### src/rtl/rw_split_reg_pkg.sv
// Shared constants for the read/write split register.
// The toggle value selects the channel that receives the next accepted word.
package rw_split_reg_pkg;
   localparam int WIDTH_DEFAULT = 16;
   localparam logic CH1 = 1'b0;
   localparam logic CH2 = 1'b1;
endpackage

### src/rtl/rw_slot.sv
// Single-entry holding register with valid flag.
// Load wins over take, so a same-cycle take and refill keeps the slot full.
module rw_slot #(
   parameter int WIDTH = 16
) (
   input  logic             clk,
   input  logic             rst,
   input  logic             load,
   input  logic             take,
   input  logic [WIDTH-1:0] in_data,
   output logic [WIDTH-1:0] data,
   output logic             valid
);

   always_ff @(posedge clk or negedge rst) begin
      if (!rst) begin
         data  <= '0;
         valid <= 1'b0;
      end else if (load) begin
         data  <= in_data;
         valid <= 1'b1;
      end else if (take) begin
         valid <= 1'b0;
      end
   end

endmodule

### src/rtl/rw_split_reg.sv
// Alternates accepted words between two output slots, even words to channel 1
// and odd words to channel 2. A stalled target slot blocks the input.
module rw_split_reg
   import rw_split_reg_pkg::*;
#(
   parameter int WIDTH = WIDTH_DEFAULT
) (
   input  logic             clk,
   input  logic             rst,
   input  logic [WIDTH-1:0] in_data,
   input  logic             in_valid,
   output logic             in_ready,
   output logic [WIDTH-1:0] read_1,
   output logic             read_1_valid,
   input  logic             read_1_ready,
   output logic [WIDTH-1:0] read_2,
   output logic             read_2_valid,
   input  logic             read_2_ready,
   output logic             toggle,
   output logic [7:0]       count
);

   logic accept;
   logic load_1;
   logic load_2;
   logic take_1;
   logic take_2;

   // The target slot can accept when empty or being drained this same cycle.
   assign in_ready = (toggle == CH1) ? (!read_1_valid || read_1_ready)
                                     : (!read_2_valid || read_2_ready);
   assign accept   = in_valid && in_ready;
   assign load_1   = accept && (toggle == CH1);
   assign load_2   = accept && (toggle == CH2);
   assign take_1   = read_1_valid && read_1_ready;
   assign take_2   = read_2_valid && read_2_ready;

   always_ff @(posedge clk or negedge rst) begin
      if (!rst) begin
         toggle <= CH1;
         count  <= 8'd0;
      end else if (accept) begin
         toggle <= ~toggle;
         count  <= count + 8'd1;
      end
   end

   rw_slot #(.WIDTH(WIDTH)) u_slot_1 (
      .clk     (clk),
      .rst     (rst),
      .load    (load_1),
      .take    (take_1),
      .in_data (in_data),
      .data    (read_1),
      .valid   (read_1_valid)
   );

   rw_slot #(.WIDTH(WIDTH)) u_slot_2 (
      .clk     (clk),
      .rst     (rst),
      .load    (load_2),
      .take    (take_2),
      .in_data (in_data),
      .data    (read_2),
      .valid   (read_2_valid)
   );

endmodule

### config.mk
export PLATFORM = sky130hd
export DESIGN_NAME = rw_split_reg
export DESIGN_NICKNAME = d
export VERILOG_FILES = /design/src/rtl/rw_split_reg_pkg.sv /design/src/rtl/rw_slot.sv /design/src/rtl/rw_split_reg.sv
export SDC_FILE = /design/constraint.sdc
export NUM_CORES = 1
export LEC_CHECK = 0
export ABC_CLOCK_PERIOD_IN_PS = 2700
export BUFFER_PORTS_ARGS = -buffer_cell sky130_fd_sc_hd__buf_2
export CAP_MARGIN = 20
export CORE_MARGIN = 1
export CORE_UTILIZATION = 53
export DETAILED_ROUTE_END_ITERATION = 6
export PLACE_DENSITY = 0.81
export SETUP_SLACK_MARGIN = 0.1
export SLEW_MARGIN = 20
export SYNTH_ARGS = -nofsm -noshare
export SYNTH_HDL_FRONTEND = slang
export SYNTH_HIERARCHICAL = 1
export SYNTH_SLANG_ARGS = --single-unit
### constraint.sdc
create_clock -name clk -period 2.7 [get_ports clk]
set_input_delay 0.405 -clock clk [delete_from_list [all_inputs] [get_ports clk]]
set_output_delay 0.405 -clock clk [all_outputs]
set_load 0.005 [all_outputs]
==> impl_metrics.ini <==
[sta]
setup_tns_ns = 0
worst_pin_slew_ns = 0.929
setup_viol = 0
skew_ns = 0.0137
fmax_mhz = 496
hold_viol = 0
min_period_ns = 2.01
slew_viol_final = 0
slew_headroom_pct = 38.1
timing.final.crit_share_pct = 74.6
rsz0062_at_grt = no
fin_hold_ws_ns = 0.174

[setup_path]
cp-start-kind = register
path_class = register to register
crit_arrival_ns = 2.25
crit_fanout = 17
worst_ep_required_time_ns = 2.93
endpoint_kind = register

[final_layout]
fin_cells = 233
nFillCells = 268
drive_gt1_share_pct = 60.4
antenna_cells = 0
syn2layout_area_growth_pct = 21.1
final_util_pct = 66.7
nNetsFinal = 208

[clock_tree]
post_cts_buffers = 0
cts_root_buffer = clkbuf_4
cts_made_buffers = 5
cts_tree = built
cts_resized = 0
clk_latency_ns = 0.35
cts_max_level = 2
clkSlewWorstSetupHoldPaths_ns = 0.12
clockBufferDepth = 2
cts.sinks = 43
ctsHoldBuffers = 0

[drt]
wirelength_met1_mm = 1.34
ant_nets = 0
wl_met2_mm = 1.81
firstDrtPassIters = 4
wire_per_inst_um = 14.4
viasPerCell = 4.94
routed_wirelength_mm = 3.36
drt_iter0_drc = 37
drc = 0
vias = 1152
dr_wl_met3_um = 168
top_layer = met4

[die]
die_h_um = 60.9
ios = 65
dieArea_um2 = 3710
start_util_pct = 55.1
placementRows = 21
fp.dieW_um = 60.9
coreArea_um2 = 3340

[synthesis]
syn_inst = 117
synth_seq_cells = 43
syn_avg_cell_area_um2 = 15.7
synthesis.area_um2 = 1840
synth_cell_type_count = 25
ys_warn_count = 6
synth_fp_nets = 139
ys_seq_area_share_pct = 58.5

[global_routing]
grt-ovfl-total = 0
grt_pass1_vias = 1156
grt_usage_pct = 20.5
antenna_found_initial = 0
grt_max_degree = 44
grt_pass1_wl_mm = 5.31

[place]
hpwlAfterDp_mm = 2.49
gp_congestion = 0.716
numPortBuffers = 64
dp.cells = 225

[power]
peakVddDrop_mv = 0.611
p_leak_nw = 1.11
pwr_density_cell_nw_per_um2 = 1140
finalPower_w = 0.00254

[outcome]
status = complete, no violations

[hold_path]
hp-class = input pin to asynchronous set/reset pin

[job]
cap_violations = 0
-- registers in the layout (all words and copies together) (netlist names) --
| register | cells |
|---|---|
| toggle | 1 |
| u_slot_1/valid | 1 |
| u_slot_1/data | 16 |
| count | 8 |
| u_slot_2/data | 16 |
| u_slot_2/valid | 1 |
-- per-layer routing --
layer,vias up,GRT usage [%]
met5,-,0
met4,0,10.7
met3,5,5.33
met2,38,34.4
met1,571,24.4
li1,538,-
-- per-stage QoR --
stage	setup WS [ns]	instance area, um2
floorplan	1.19	1840
global placement	0.706	2170
detailed placement	0.597	2170
global route	0.562	2230
CTS	0.641	2230
finish	0.686	2230
-- worst max-delay path: stages, from the launching register on --
cell and delay, ns:
dfrtp_1 0.47, nand3b_1 0.21, and3_1 0.80, mux2_2 0.42
-- path summary, 6_finish.rpt --
kind	cells after the start	slack, ns	to	from
setup / recovery	3	0.69	u_slot_2/data[0]$_DFFE_PN0P_	toggle$_DFFE_PN0P_
hold / removal	1	0.17	u_slot_1/data[6]$_DFFE_PN0P_	rst
setup reg to reg	3	0.69	u_slot_2/data[0]$_DFFE_PN0P_	toggle$_DFFE_PN0P_
hold reg to reg	1	0.49	count[7]$_DFFE_PN0P_	count[7]$_DFFE_PN0P_
max in group asynchronous	1	1.93	u_slot_1/data[9]$_DFFE_PN0P_	rst
min in group clk	2	0.29	u_slot_2/data[8]$_DFFE_PN0P_	in_data[8]
-- placed cells by master, fill, tap and decap left out, types with 2 or more instances in the layout --
cell type	netlist	final
buf_2	0	64
dfrtp_1	43	43
mux2_4	18	18
mux2_2	14	14
inv_1	5	5
nand2_1	5	5
xnor2_1	5	5
clkbuf_4	0	5
clkinv_2	0	3
nor2b_1	2	2
and2_1	2	2
nand3_1	2	2
nand4_1	2	2
buf_4	0	2
a21o_2	2	2
-- power by group --
group          internal (W)  total (W)  switching [W]
Clock             0.0000971   0.000293       0.000196
Combinational      0.000660    0.00106       0.000397
Sequential         0.000966    0.00119       0.000226
-- logic make-up after synthesis --
logic type	count (synthesis)	synth area share [%]
buf+inv	9	4.42
flops	43	58.5
fa+ha+maj	1	0.680
simple gates	22	8.03
compound gates	3	1.36
xor+xnor	7	3.74
mux	32	23.3
-- cell usage after synthesis --
cell type | number | share of area [%]
and3_1 | 1 | 0.34
nor4_1 | 1 | 0.34
buf_12 | 2 | 2.2
xor2_1 | 1 | 0.48
and2_1 | 2 | 0.68
nor2b_1 | 2 | 0.68
a21o_2 | 2 | 0.95
inv_1 | 5 | 1.0
nand4_1 | 2 | 0.68
nand3b_1 | 1 | 0.41
buf_6 | 2 | 1.2
xnor2_1 | 5 | 2.4
xnor2_2 | 1 | 0.88
or4_4 | 1 | 0.61
nor3b_1 | 1 | 0.41
nor3b_2 | 1 | 0.68
mux2_4 | 18 | 15
a21o_1 | 1 | 0.41
nand3b_4 | 1 | 1.1
dfrtp_1 | 43 | 59
nand2_1 | 5 | 1.0
ha_1 | 1 | 0.68
mux2_2 | 14 | 8.6
nand3_1 | 2 | 0.54
nor3_1 | 2 | 0.54
-- cell type report --
class	count	area, um2	share of cell area (%)
inverters	5	18.8	0.843
multi-input cells	65	687	30.8
clock inverters	3	15.0	0.674
clock buffers	5	37.5	1.69
repair buffers	66	335	15.1
flip-flops and latches	43	1080	48.3
well taps	46	57.6	2.58
Power figures use the tool's default switching activity.
